===== config.mk =====
export PLATFORM = sky130hd
export DESIGN_NAME = delay_sched_flat
export DESIGN_NICKNAME = d
export VERILOG_FILES = /design/src/rtl/delay_sched_pkg.sv /design/src/rtl/delay_sched_if.sv /design/src/rtl/delay_rr_pick.sv /design/src/rtl/delay_sched.sv /design/src/flat_wrapper.sv
export SDC_FILE = /design/constraint.sdc
export NUM_CORES = 1
export LEC_CHECK = 0
export ABC_AREA = 1
export CAP_MARGIN = 5
export CORE_ASPECT_RATIO = 0.7
export CORE_MARGIN = 4
export CORE_UTILIZATION = 50
export DETAILED_ROUTE_END_ITERATION = 16
export PLACE_DENSITY = 0.87
export SLEW_MARGIN = 30
export SYNTH_ARGS = -nofsm -noshare
export SYNTH_HDL_FRONTEND = slang
export SYNTH_SLANG_ARGS = --single-unit

===== constraint.sdc =====
create_clock -name clk -period 5.1 [get_ports clk]
set_input_delay 1.02 -clock clk [delete_from_list [all_inputs] [get_ports clk]]
set_output_delay 1.02 -clock clk [all_outputs]
set_load 0.05 [all_outputs]

===== src/rtl/delay_sched_pkg.sv =====
// ---------------------------------------------------------------------------
// delay_sched_pkg
// Shared types and helpers for the delay_sched scheduler.
//   state_t    : FSM encoding (IDLE, RUN, DONE), 2 bits
//   NREQ_DEF   : default number of requesters
//   CBITS_DEF  : default counter / length width
//   len_slice  : extracts requester idx's length field from the packed len bus
// ---------------------------------------------------------------------------
package delay_sched_pkg;

    localparam int NREQ_DEF  = 4;
    localparam int CBITS_DEF = 17;

    // Widest length field and widest packed len bus the helper accepts
    // (16 requesters x 32 bits).
    localparam int LEN_MAX_W = 32;
    localparam int LEN_BUS_W = 512;

    typedef enum logic [1:0] {
        IDLE = 2'd0,
        RUN  = 2'd1,
        DONE = 2'd2
    } state_t;

    // Returns len[idx*cbits +: cbits], zero-extended to LEN_MAX_W bits.
    // The caller truncates to its own CBITS.
    function automatic logic [LEN_MAX_W-1:0] len_slice(
        input logic [LEN_BUS_W-1:0] len_bus,
        input int unsigned          idx,
        input int unsigned          cbits
    );
        return LEN_MAX_W'(len_bus >> (idx * cbits));
    endfunction

endpackage


===== src/rtl/delay_sched_if.sv =====
// ---------------------------------------------------------------------------
// delay_sched_if
// Requester-side bundle of the delay scheduler.
//   req   : per-requester request level, held until done
//   len   : packed per-requester delay lengths, slice i = len[i*CBITS +: CBITS]
//   gnt   : one-hot grant, zero when idle
//   done  : one-hot single-cycle completion pulse
//   busy  : scheduler not idle
//   abort : one-cycle pulse when a granted requester withdraws mid-run
//           (present only when DELAY_SCHED_ABORT_EN is defined)
// Modports: master (requester side), slave (scheduler side).
// ---------------------------------------------------------------------------
interface delay_sched_if #(
    parameter int NREQ  = 4,
    parameter int CBITS = 17
);
    logic [NREQ-1:0]       req;
    logic [NREQ*CBITS-1:0] len;
    logic [NREQ-1:0]       gnt;
    logic [NREQ-1:0]       done;
    logic                  busy;
`ifdef DELAY_SCHED_ABORT_EN
    logic                  abort;

    modport master (output req, len, input gnt, done, busy, abort);
    modport slave  (input req, len, output gnt, done, busy, abort);
`else
    modport master (output req, len, input gnt, done, busy);
    modport slave  (input req, len, output gnt, done, busy);
`endif
endinterface


===== src/rtl/delay_rr_pick.sv =====
// ---------------------------------------------------------------------------
// delay_rr_pick
// Combinational round-robin picker: the winner is the first requester with
// req high, searching ptr, ptr+1, ... modulo NREQ.
//   req    : request vector
//   ptr    : starting search position (must be < NREQ)
//   onehot : one-hot winner, zero when no request
//   idx    : winner index
//   valid  : at least one request present
// ---------------------------------------------------------------------------
module delay_rr_pick #(
    parameter int NREQ = 4,
    parameter int PW   = 2
) (
    input  logic [NREQ-1:0] req,
    input  logic [PW-1:0]   ptr,
    output logic [NREQ-1:0] onehot,
    output logic [PW-1:0]   idx,
    output logic            valid
);
    logic [PW-1:0]   cand_idx [NREQ];
    logic [NREQ-1:0] hit;

    // Candidate gi is the requester gi positions after ptr, wrapped.
    genvar gi;
    generate
        for (gi = 0; gi < NREQ; gi++) begin : g_cand
            logic [PW:0] sum;
            assign sum           = {1'b0, ptr} + (PW+1)'(gi);
            assign cand_idx[gi]  = (sum >= (PW+1)'(NREQ)) ? PW'(sum - (PW+1)'(NREQ))
                                                          : sum[PW-1:0];
            assign hit[gi]       = req[cand_idx[gi]];
        end
    endgenerate

    // Lowest offset from ptr wins; scan downward so it is assigned last.
    always_comb begin
        valid = 1'b0;
        idx   = '0;
        for (int k = NREQ - 1; k >= 0; k--) begin
            if (hit[k]) begin
                valid = 1'b1;
                idx   = cand_idx[k];
            end
        end
    end

    assign onehot = valid ? (NREQ'(1) << idx) : '0;

endmodule


===== src/rtl/delay_sched.sv =====
// ---------------------------------------------------------------------------
// delay_sched
// Shared delay-timer scheduler. NREQ requesters share one CBITS-wide
// down-counter through a round-robin arbiter. The winner holds gnt while its
// delay of len cycles runs and gets a one-cycle done pulse when it expires.
//   clk : clock, all state updates on posedge
//   rst : asynchronous active-high reset
//   bus : delay_sched_if.slave (req, len in; gnt, done, busy [, abort] out)
// Optional feature macro: DELAY_SCHED_ABORT_EN -- dropping req[w] during RUN
// ends the run without done and pulses bus.abort for one cycle.
// ---------------------------------------------------------------------------
module delay_sched
    import delay_sched_pkg::*;
#(
    parameter int NREQ  = NREQ_DEF,
    parameter int CBITS = CBITS_DEF
) (
    input  logic         clk,
    input  logic         rst,
    delay_sched_if.slave bus
);
    localparam int PW = $clog2(NREQ);

    state_t            state_reg, state_next;
    logic [CBITS-1:0]  cnt_reg,   cnt_next;
    logic [PW-1:0]     ptr_reg,   ptr_next;
    logic [PW-1:0]     win_reg,   win_next;
    logic [NREQ-1:0]   gnt_reg,   gnt_next;

    logic [NREQ-1:0]   pick_onehot;
    logic [PW-1:0]     pick_idx;
    logic              pick_valid;
    logic [PW-1:0]     win_inc;
    logic [LEN_BUS_W-1:0] len_wide;

    delay_rr_pick #(
        .NREQ (NREQ),
        .PW   (PW)
    ) u_pick (
        .req    (bus.req),
        .ptr    (ptr_reg),
        .onehot (pick_onehot),
        .idx    (pick_idx),
        .valid  (pick_valid)
    );

    assign len_wide = LEN_BUS_W'(bus.len);
    assign win_inc  = (win_reg == PW'(NREQ - 1)) ? '0 : win_reg + PW'(1);

`ifdef DELAY_SCHED_ABORT_EN
    logic abort_reg, abort_next;
`endif

    always_ff @(posedge clk or posedge rst) begin
        if (rst) begin
            state_reg <= IDLE;
            cnt_reg   <= '0;
            ptr_reg   <= '0;
            win_reg   <= '0;
            gnt_reg   <= '0;
`ifdef DELAY_SCHED_ABORT_EN
            abort_reg <= 1'b0;
`endif
        end else begin
            state_reg <= state_next;
            cnt_reg   <= cnt_next;
            ptr_reg   <= ptr_next;
            win_reg   <= win_next;
            gnt_reg   <= gnt_next;
`ifdef DELAY_SCHED_ABORT_EN
            abort_reg <= abort_next;
`endif
        end
    end

    always_comb begin
        state_next = state_reg;
        cnt_next   = cnt_reg;
        ptr_next   = ptr_reg;
        win_next   = win_reg;
        gnt_next   = gnt_reg;
`ifdef DELAY_SCHED_ABORT_EN
        abort_next = 1'b0;
`endif
        case (state_reg)
            IDLE: begin
                if (pick_valid) begin
                    state_next = RUN;
                    gnt_next   = pick_onehot;
                    win_next   = pick_idx;
                    cnt_next   = CBITS'(len_slice(len_wide, int'(pick_idx), CBITS));
                end
            end
            RUN: begin
`ifdef DELAY_SCHED_ABORT_EN
                // A withdrawn request takes priority over normal expiry.
                if (!bus.req[win_reg]) begin
                    state_next = IDLE;
                    gnt_next   = '0;
                    cnt_next   = '0;
                    ptr_next   = win_inc;
                    abort_next = 1'b1;
                end else
`endif
                if (cnt_reg == '0) begin
                    state_next = DONE;
                end else begin
                    cnt_next = cnt_reg - CBITS'(1);
                end
            end
            DONE: begin
                state_next = IDLE;
                gnt_next   = '0;
                ptr_next   = win_inc;
            end
            default: begin
                state_next = IDLE;
                gnt_next   = '0;
            end
        endcase
    end

    assign bus.gnt  = gnt_reg;
    assign bus.done = (state_reg == DONE) ? gnt_reg : '0;
    assign bus.busy = (state_reg != IDLE);
`ifdef DELAY_SCHED_ABORT_EN
    assign bus.abort = abort_reg;
`endif

    // Structural invariants of the grant/done outputs.
    a_gnt_onehot0:  assert property (@(posedge clk) disable iff (rst) $onehot0(bus.gnt));
    a_done_onehot0: assert property (@(posedge clk) disable iff (rst) $onehot0(bus.done));
    a_done_single:  assert property (@(posedge clk) disable iff (rst)
                                     (bus.done != '0) |=> (bus.done == '0));
    a_done_gnt:     assert property (@(posedge clk) disable iff (rst)
                                     ((bus.done & ~bus.gnt) == '0));
    a_busy_gnt:     assert property (@(posedge clk) disable iff (rst)
                                     bus.busy == (bus.gnt != '0));
    // Counter stops at zero: a RUN with cnt==0 always leaves RUN.
    a_no_underflow: assert property (@(posedge clk) disable iff (rst)
                                     (state_reg == RUN && cnt_reg == '0) |=> (state_reg != RUN));

endmodule


===== src/flat_wrapper.sv =====
// flat-port wrapper written by rule: the top's interface ports become plain ports
module delay_sched_flat import delay_sched_pkg::*;
#(
    parameter int NREQ  = NREQ_DEF,
    parameter int CBITS = CBITS_DEF
)
  (clk, rst, bus_req, bus_len, bus_gnt, bus_done, bus_busy);
  delay_sched_if #(.NREQ(NREQ), .CBITS(CBITS)) bus_i ();
  input  logic clk;
  input  logic rst;
  input wire logic [$bits(bus_i.req)-1:0] bus_req;
  input wire logic [$bits(bus_i.len)-1:0] bus_len;
  output wire logic [$bits(bus_i.gnt)-1:0] bus_gnt;
  output wire logic [$bits(bus_i.done)-1:0] bus_done;
  output wire logic [$bits(bus_i.busy)-1:0] bus_busy;
  assign bus_i.req = bus_req;
  assign bus_i.len = bus_len;
  assign bus_gnt = bus_i.gnt;
  assign bus_done = bus_i.done;
  assign bus_busy = bus_i.busy;
  delay_sched #(.NREQ(NREQ), .CBITS(CBITS)) u_core (.clk(clk), .rst(rst), .bus(bus_i));
endmodule

Yosys cells after proc, flatten, opt, wreduce, memory -nomap -nowiden
Index checks and enable logic that the tools add are counted.
{ "word_totals": {"register_bits": 27, "in_bits": 74, "out_inout_bits": 9, "wordCells": 70} }
{ "classes": {"n_addsub": 9, "n_mul": 1, "n_lt_le_gt_ge": 8, "eq_ne": 6, "n_shift": 2, "muxes": 30, "bitwise": 1, "reduce_logical": 8} }
{ "op_table": {"columns": ["op", "count"], "rows": [
  ["$shr 68x7->17", 1],
  ["$mux 17", 2],
  ["$pmux 17 s2", 1],
  ["$mux 2", 11],
  ["$logic_not 17->1", 1],
  ["$sub 17x1->17 const B", 1],
  ["$lt 2x3->1 const B", 4],
  ["$ge 3x3->1 const B", 3],
  ["$bmux 1 s2", 4],
  ["$mux 1", 8],
  ["$mux 4", 2],
  ["$pmux 4 s2", 1],
  ["$sub 2x1->2 const B", 4],
  ["$mul 2x5->7 const B", 1],
  ["$add 2x2->3 const B", 2],
  ["$reduce_and 2->1", 3],
  ["$eq 2x2->1 const B", 2],
  ["$ne 2x1->1 const B", 2],
  ["$pmux 2 s2", 1],
  ["$reduce_bool 2->1", 2],
  ["$shl 1x2->4 const A", 1],
  ["$add 2x1->3 const B", 1],
  ["$ge 2x3->1 const B", 1],
  ["$reduce_and 3->1", 1],
  ["other kinds (5)", 5]
]} }

Logic depth before layout (Yosys ltp)
{ "depth": {"word_depth": 13, "depth_mapped": 17} }

Cells and area by module
Synthesis repeated with hierarchy kept, for this count alone.
{ "unflattened": {"cells_unflattened": 425, "area_unflattened_um2": 2498.6} }
{ "modules_own_cells": {"columns": ["module", "n_inst", "cells_per_inst", "area_per_inst_um2", "seq_area_each_um2"], "rows": [
  ["delay_sched", 1, 368, 2247.2, 675.6],
  ["delay_rr_pick", 1, 57, 251.5, 0.0]
]} }

Least setup slack after synthesis
OpenSTA, ideal clock, no wires.
{ "synth_path": {"kind": "flip-flop to output port", "start": "register u_core.gnt_reg[1], in the netlist u_core.bus.gnt[1]", "end": "output bus_done[1]", "arrival_ps": 1390, "required_time_ps": 4080, "setup_slack_ps": 2690, "stages_incl_launch_ff": 3, "path_cell_list": "dfrtp_1 > inv_1 > nor2_1"} }
{ "synth_between": {"elab_chain_len": 1} }
{ "synth_rtl": {"columns": ["element", "line", "text"], "rows": [
  ["start, declared", "delay_sched.sv:28", "logic [NREQ-1:0] gnt_reg, gnt_next;"],
  ["start signal, assigned", "delay_sched.sv:69", "gnt_reg <= gnt_next;"],
  ["$mux 4", "delay_sched.sv:124", "assign bus.done = (state_reg == DONE) ? gnt_reg : '0;"],
  ["end, declared", "flat_wrapper.sv:14", "output wire logic [$bits(bus_i.done)-1:0] bus_done;"]
]} }
No other way between the ends.

Worst setup path after layout
{ "layout_path": {"start": "input bus_req[1]", "end": "register u_core.cnt_reg[15]"} }
{ "layout_between": {"elab_chain_len": 10, "word_cells_on_any_way": 22, "cone_classes": "mul: 1; eq/ne: 1; shift: 1; mux: 18; reduce/logical: 1"} }
{ "layout_rtl": {"columns": ["element", "line", "text"], "rows": [
  ["start, declared", "flat_wrapper.sv:11", "input wire logic [$bits(bus_i.req)-1:0] bus_req;"],
  ["$bmux 1 s2", "delay_rr_pick.sv:32", "assign hit[gi] = req[cand_idx[gi]];"],
  ["$mux 1 (not written as such)", "delay_rr_pick.sv:32", null],
  ["$mux 2 (4 in series)", "delay_rr_pick.sv:41", "if (hit[k]) begin"],
  ["$mul 2x5->7", "delay_sched_pkg.sv:32", "return LEN_MAX_W'(len_bus >> (idx * cbits));"],
  ["$shr 68x7->17", "delay_sched_pkg.sv:32", null],
  ["$mux 17", "delay_sched.sv:87", "if (pick_valid) begin"],
  ["$pmux 17 s2", "delay_sched.sv:85", "case (state_reg)"],
  ["end signal, assigned", "delay_sched.sv:66", "cnt_reg <= cnt_next;"],
  ["end, declared", "delay_sched.sv:25", "logic [CBITS-1:0] cnt_reg, cnt_next;"]
]} }
Parallel ways exist; a longest one is shown, timed or not. The select of a mux whose other input is x is not followed.
A chain may end at the register's enable or synchronous reset.

==> flow_results.org <==
** Detailed routing
- Total number of vias :: 2896
- Using the TritonRoute via totals, the vias-per-cell ratio works out to 5.29.
- Detailed-router iteration count before antenna repair :: 5
- For this run, design rule violations remaining after detail routing come to 0.
- Avg WL per Cell :: around 14 µm
- After the first detailed-routing iteration, the DRC count stood at 205.
- Post-Route WL :: 7480 µm
- Post-route antenna net violation count :: 0

** CTS
- In this run the number of H-tree levels came out at 1.
- Clock-pin slew was measured on the worst setup and hold paths at approximately 0.090 ns.
- The tree is rooted in a clkbuf_8.
- In this run, post-CTS hold repair placed 0 buffers.
- Number of buffers inserted during clock tree synthesis :: 3
- Clock latency on the worst-skew pair, taken at its later pin, is approximately 0.27 ns.
- TritonCTS built the clock tree.
- Once the clock tree was built, the resizer swapped 0 gates to a different size.
- For this design, the sink count on the clock tree is 27.
- Postcts setup bufs :: 0
- Maximum count of clock buffers along a single path :: 2

** Placed design
- Post-detail-place hpwl :: 6050 µm
- Pre-CTS setup slack :: about 1.1 ns
- Final weighted congestion of routability-driven global placement :: approximately 0.91
- The count of buffers added on input and output ports is between 80 and 90.

** Layout
- Fraction of final layout cells sized beyond drive strength 1 :: 0.0582
- Area delta synth->final :: 33.9%
- Final-layout fill cell count :: around 350
- Antenna Diode Count :: 0
- The register with the most flip-flops in the layout has 17 of them.
- At the end of the flow, the number of nets in the layout was roughly 560.

** Worst setup path
- Startpoint of the worst-slack reg-to-reg timing path :: u_core.ptr_reg[0]$_DFFE_PP0N_
- Critical path capture point type :: register
- Destination of the worst register-to-register timing path :: u_core.cnt_reg[15]$_DFFE_PP0P_
- The number of cells on the worst reg-to-reg path is 13.
- Register-to-register setup slack :: about 2.4 ns
- At the worst endpoint, the required time is 5.30 ns.
- Cells traversed along the worst timing path :: clkdlybuf4s50_1 > inv_1 > nand2_1 > nand3_1 > nand2_1 > nand3_1 > nand3_1 > nand2_2 > buf_4 > nand2_1 > nand2_1 > nand2_1 > nand2_1 > nand2_1 > a21oi_2
- At the worst endpoint, the arrival time is 3.57 ns.
- Counting both buffers and inverters, the worst setup path holds a total of 3.
- By instance count, the cell type seen most on the critical path is nand2_1.
- Max FO, Critical Path :: 32
- Delay of the slowest critical-path stage :: 0.59 ns
- Crit path launch type :: input port
- The critical path is of the input port to register type.
- Grouping stages by cell kind, the critical path spends the most delay in simple AND/OR/NAND/NOR gates.
- The slowest stage of the critical path belongs to the cell nand2_2.

** Synthesis
- Number of storage elements in the synthesis netlist :: 27
- When the netlist entered floorplanning its net count stood at approximately 500.
- Of the post-synthesis cell area, the dominant cell type holds 0.276.
- In this run, distinct cell masters in the synthesized netlist total 34.
- Synthesized instance count :: 410
- Seq/Total Area, Yosys :: 0.276
- Synth area leaders :: dfrtp_1, nand2_1, nand3_1
- Of all flip-flops after synthesis, the portion carrying an async set or reset was 1.00.
- Number of enable-type register cells in the synthesized netlist :: 0
- Synth Warn # :: 0
- Of all cell types, the one taking the most synthesized area is dfrtp_1.
- In the synthesized netlist, the cells that appear most often are nand2_1, nand3_1, nor2_1, dfrtp_1, inv_1.
- Each instance of the synthesized netlist takes up on average approximately 6.0 µm².
- The most common cell in the synthesized netlist is nand2_1.
- Among all flip-flop cells after synthesis, the most frequent one is dfrtp_1.
- Post-Synthesis Cell Area :: between 0.002 and 0.0025 mm²

** STA
- After routing, the total negative slack on setup checks comes to 0 ns.
- Timing would allow up to approximately 300 MHz.
- Setup slack on the critical path of the routed design comes to approximately 1.7 ns.
- Final hold slack :: roughly 0.52 ns
- Setup violations remaining at the end of the flow were counted as 0.
- Skew final :: approximately 0.0013 ns
- Counting I/O delays and the setup requirement, the final critical path takes 3.37 ns.
- Portion of the clock cycle consumed by the worst path in the final layout :: 0.660
- Final Max Tran Viols :: 0
- Unrepaired setup endpoints after global routing :: no
- The total count of hold-check failures in the final report came to 0.
- The worst pin sits at a relative slew slack of 0.439.
- Slew at the pin with the worst max-slew slack :: approximately 0.84 ns

** Global routing
- The first global-routing pass estimated roughly 12000 µm of wire.
- Total gr overflow :: 0
- Global-route total usage across every layer :: 0.252
- Entering global routing, the biggest net connects 33 pins.
- Number of antenna violations at the first check in global routing :: 0
- Via count of the first global-routing pass :: ~2.7k

** Floorplanning
- The initial utilization of the core area, before any placement, comes to 0.540.
- Top-level I/O count :: 83
- DIE HEIGHT :: 66.5 µm
- Die Span X :: a little over 90 µm
- The floorplan step defined a core boundary enclosing about 0.0045 mm².
- FP Rows :: 20
- Die outline area :: approximately 0.0061 mm²

** Pwr
- Power per cell area :: between 300 and 400 mW/mm²
- The worst-case IR drop observed on VDD is approximately 0.15 mV.
- Summed over all cells, the static leakage comes to about 1.5 nW.

** Worst hold path
- Endpoint of the worst hold path :: u_core.win_reg[1]$_DFFE_PP0P_
- Beginning of the worst hold path :: u_core.win_reg[1]$_DFFE_PP0P_
- Cell depth of the worst min-delay path :: 2
- The worst hold path belongs to the class register to register.

** Outcome
- Status :: completed

** Flow run
- Number of maximum-capacitance violations :: 0
layout by cell type (no fill, tap or decap), types with 3 or more instances in the layout:
cell type and n:
a21oi_1 12, clkbuf_8 3, clkdlybuf4s50_1 82, dfrtp_1 27
inv_1 25, inv_2 5, nand2_1 165, nand2_2 5
nand3_1 55, nand3b_1 3, nor2_1 46, nor2_2 5
nor2_4 3, nor3_1 3, o21ai_0 12, o21ai_1 7
xnor2_1 3
how the worst max path moves through the flow:
stage / startpoint / to / slack (ns) / cells past startpoint
floorplan: u_core.bus.gnt[1]$_DFFE_PP0P_ / bus_done[1] / 2.69 / 2
global placement: bus_req[1] / u_core.cnt_reg[12]$_DFFE_PP0P_ / 1.32 / 16
detailed placement: bus_req[1] / u_core.cnt_reg[12]$_DFFE_PP0P_ / 1.14 / 16
CTS: bus_req[1] / u_core.cnt_reg[12]$_DFFE_PP0P_ / 1.43 / 16
global route: bus_req[1] / u_core.cnt_reg[2]$_DFFE_PP0P_ / 1.41 / 16
finish: bus_req[1] / u_core.cnt_reg[15]$_DFFE_PP0P_ / 1.73 / 15
logic make-up after synthesis:
| logic type | synth area share |
|---|---|
| flip-flops | 0.276 |
| buffers and inverters | 0.104 |
| XOR/XNOR | 0.0143 |
| AO/OA/AOI/OAI | 0.0901 |
| adder cells (fa/ha/maj) | 0.0102 |
| AND/OR/NAND/NOR | 0.505 |
stage by stage:
stage	area [µm²]	power (mW)	std cells	utilization
2_1_floorplan	2440	0.739	410	-
3_3_place_gp	3230	0.883	543	0.712
3_5_place_dp	3230	0.899	543	0.712
4_1_cts	3270	1.02	547	0.722
5_1_grt	3270	1.11	547	0.723
6_report	3270	1.03	547	0.723
report_power, final:
part | total [mW] | leakage [nW] | switching [mW] | internal, mW
clock | 0.122 | 0.0228 | 0.0658 | 0.0560
combinational | 0.501 | 1.18 | 0.276 | 0.225
sequential | 0.406 | 0.329 | 0.102 | 0.304
cell type report:
cell class | instances | area, µm² | area share
timing repair buffer | 84 | 836 | 0.255
inverter | 31 | 119 | 0.0363
tap | 66 | 82.6 | 0.0252
multi-input combinational | 335 | 1520 | 0.463
sequential | 27 | 676 | 0.206
clock buffer | 4 | 45.0 | 0.0138
metal layers:
metal / share of wire / vias up / global-route usage
li1: - / 1443 / -
met1: 0.47 / 1295 / 0.360
met2: 0.42 / 148 / 0.382
met3: 0.098 / 10 / 0.0553
met4: 0.013 / 0 / 0.0677
met5: 0 / - / 0
worst min-delay path, delay by kind of cell, from the launching register on:
family,cells,cell delay (ns)
compound gates,1,0.06
simple gates,1,0.06
flops,1,0.36
(Power assumes the default switching activity.)
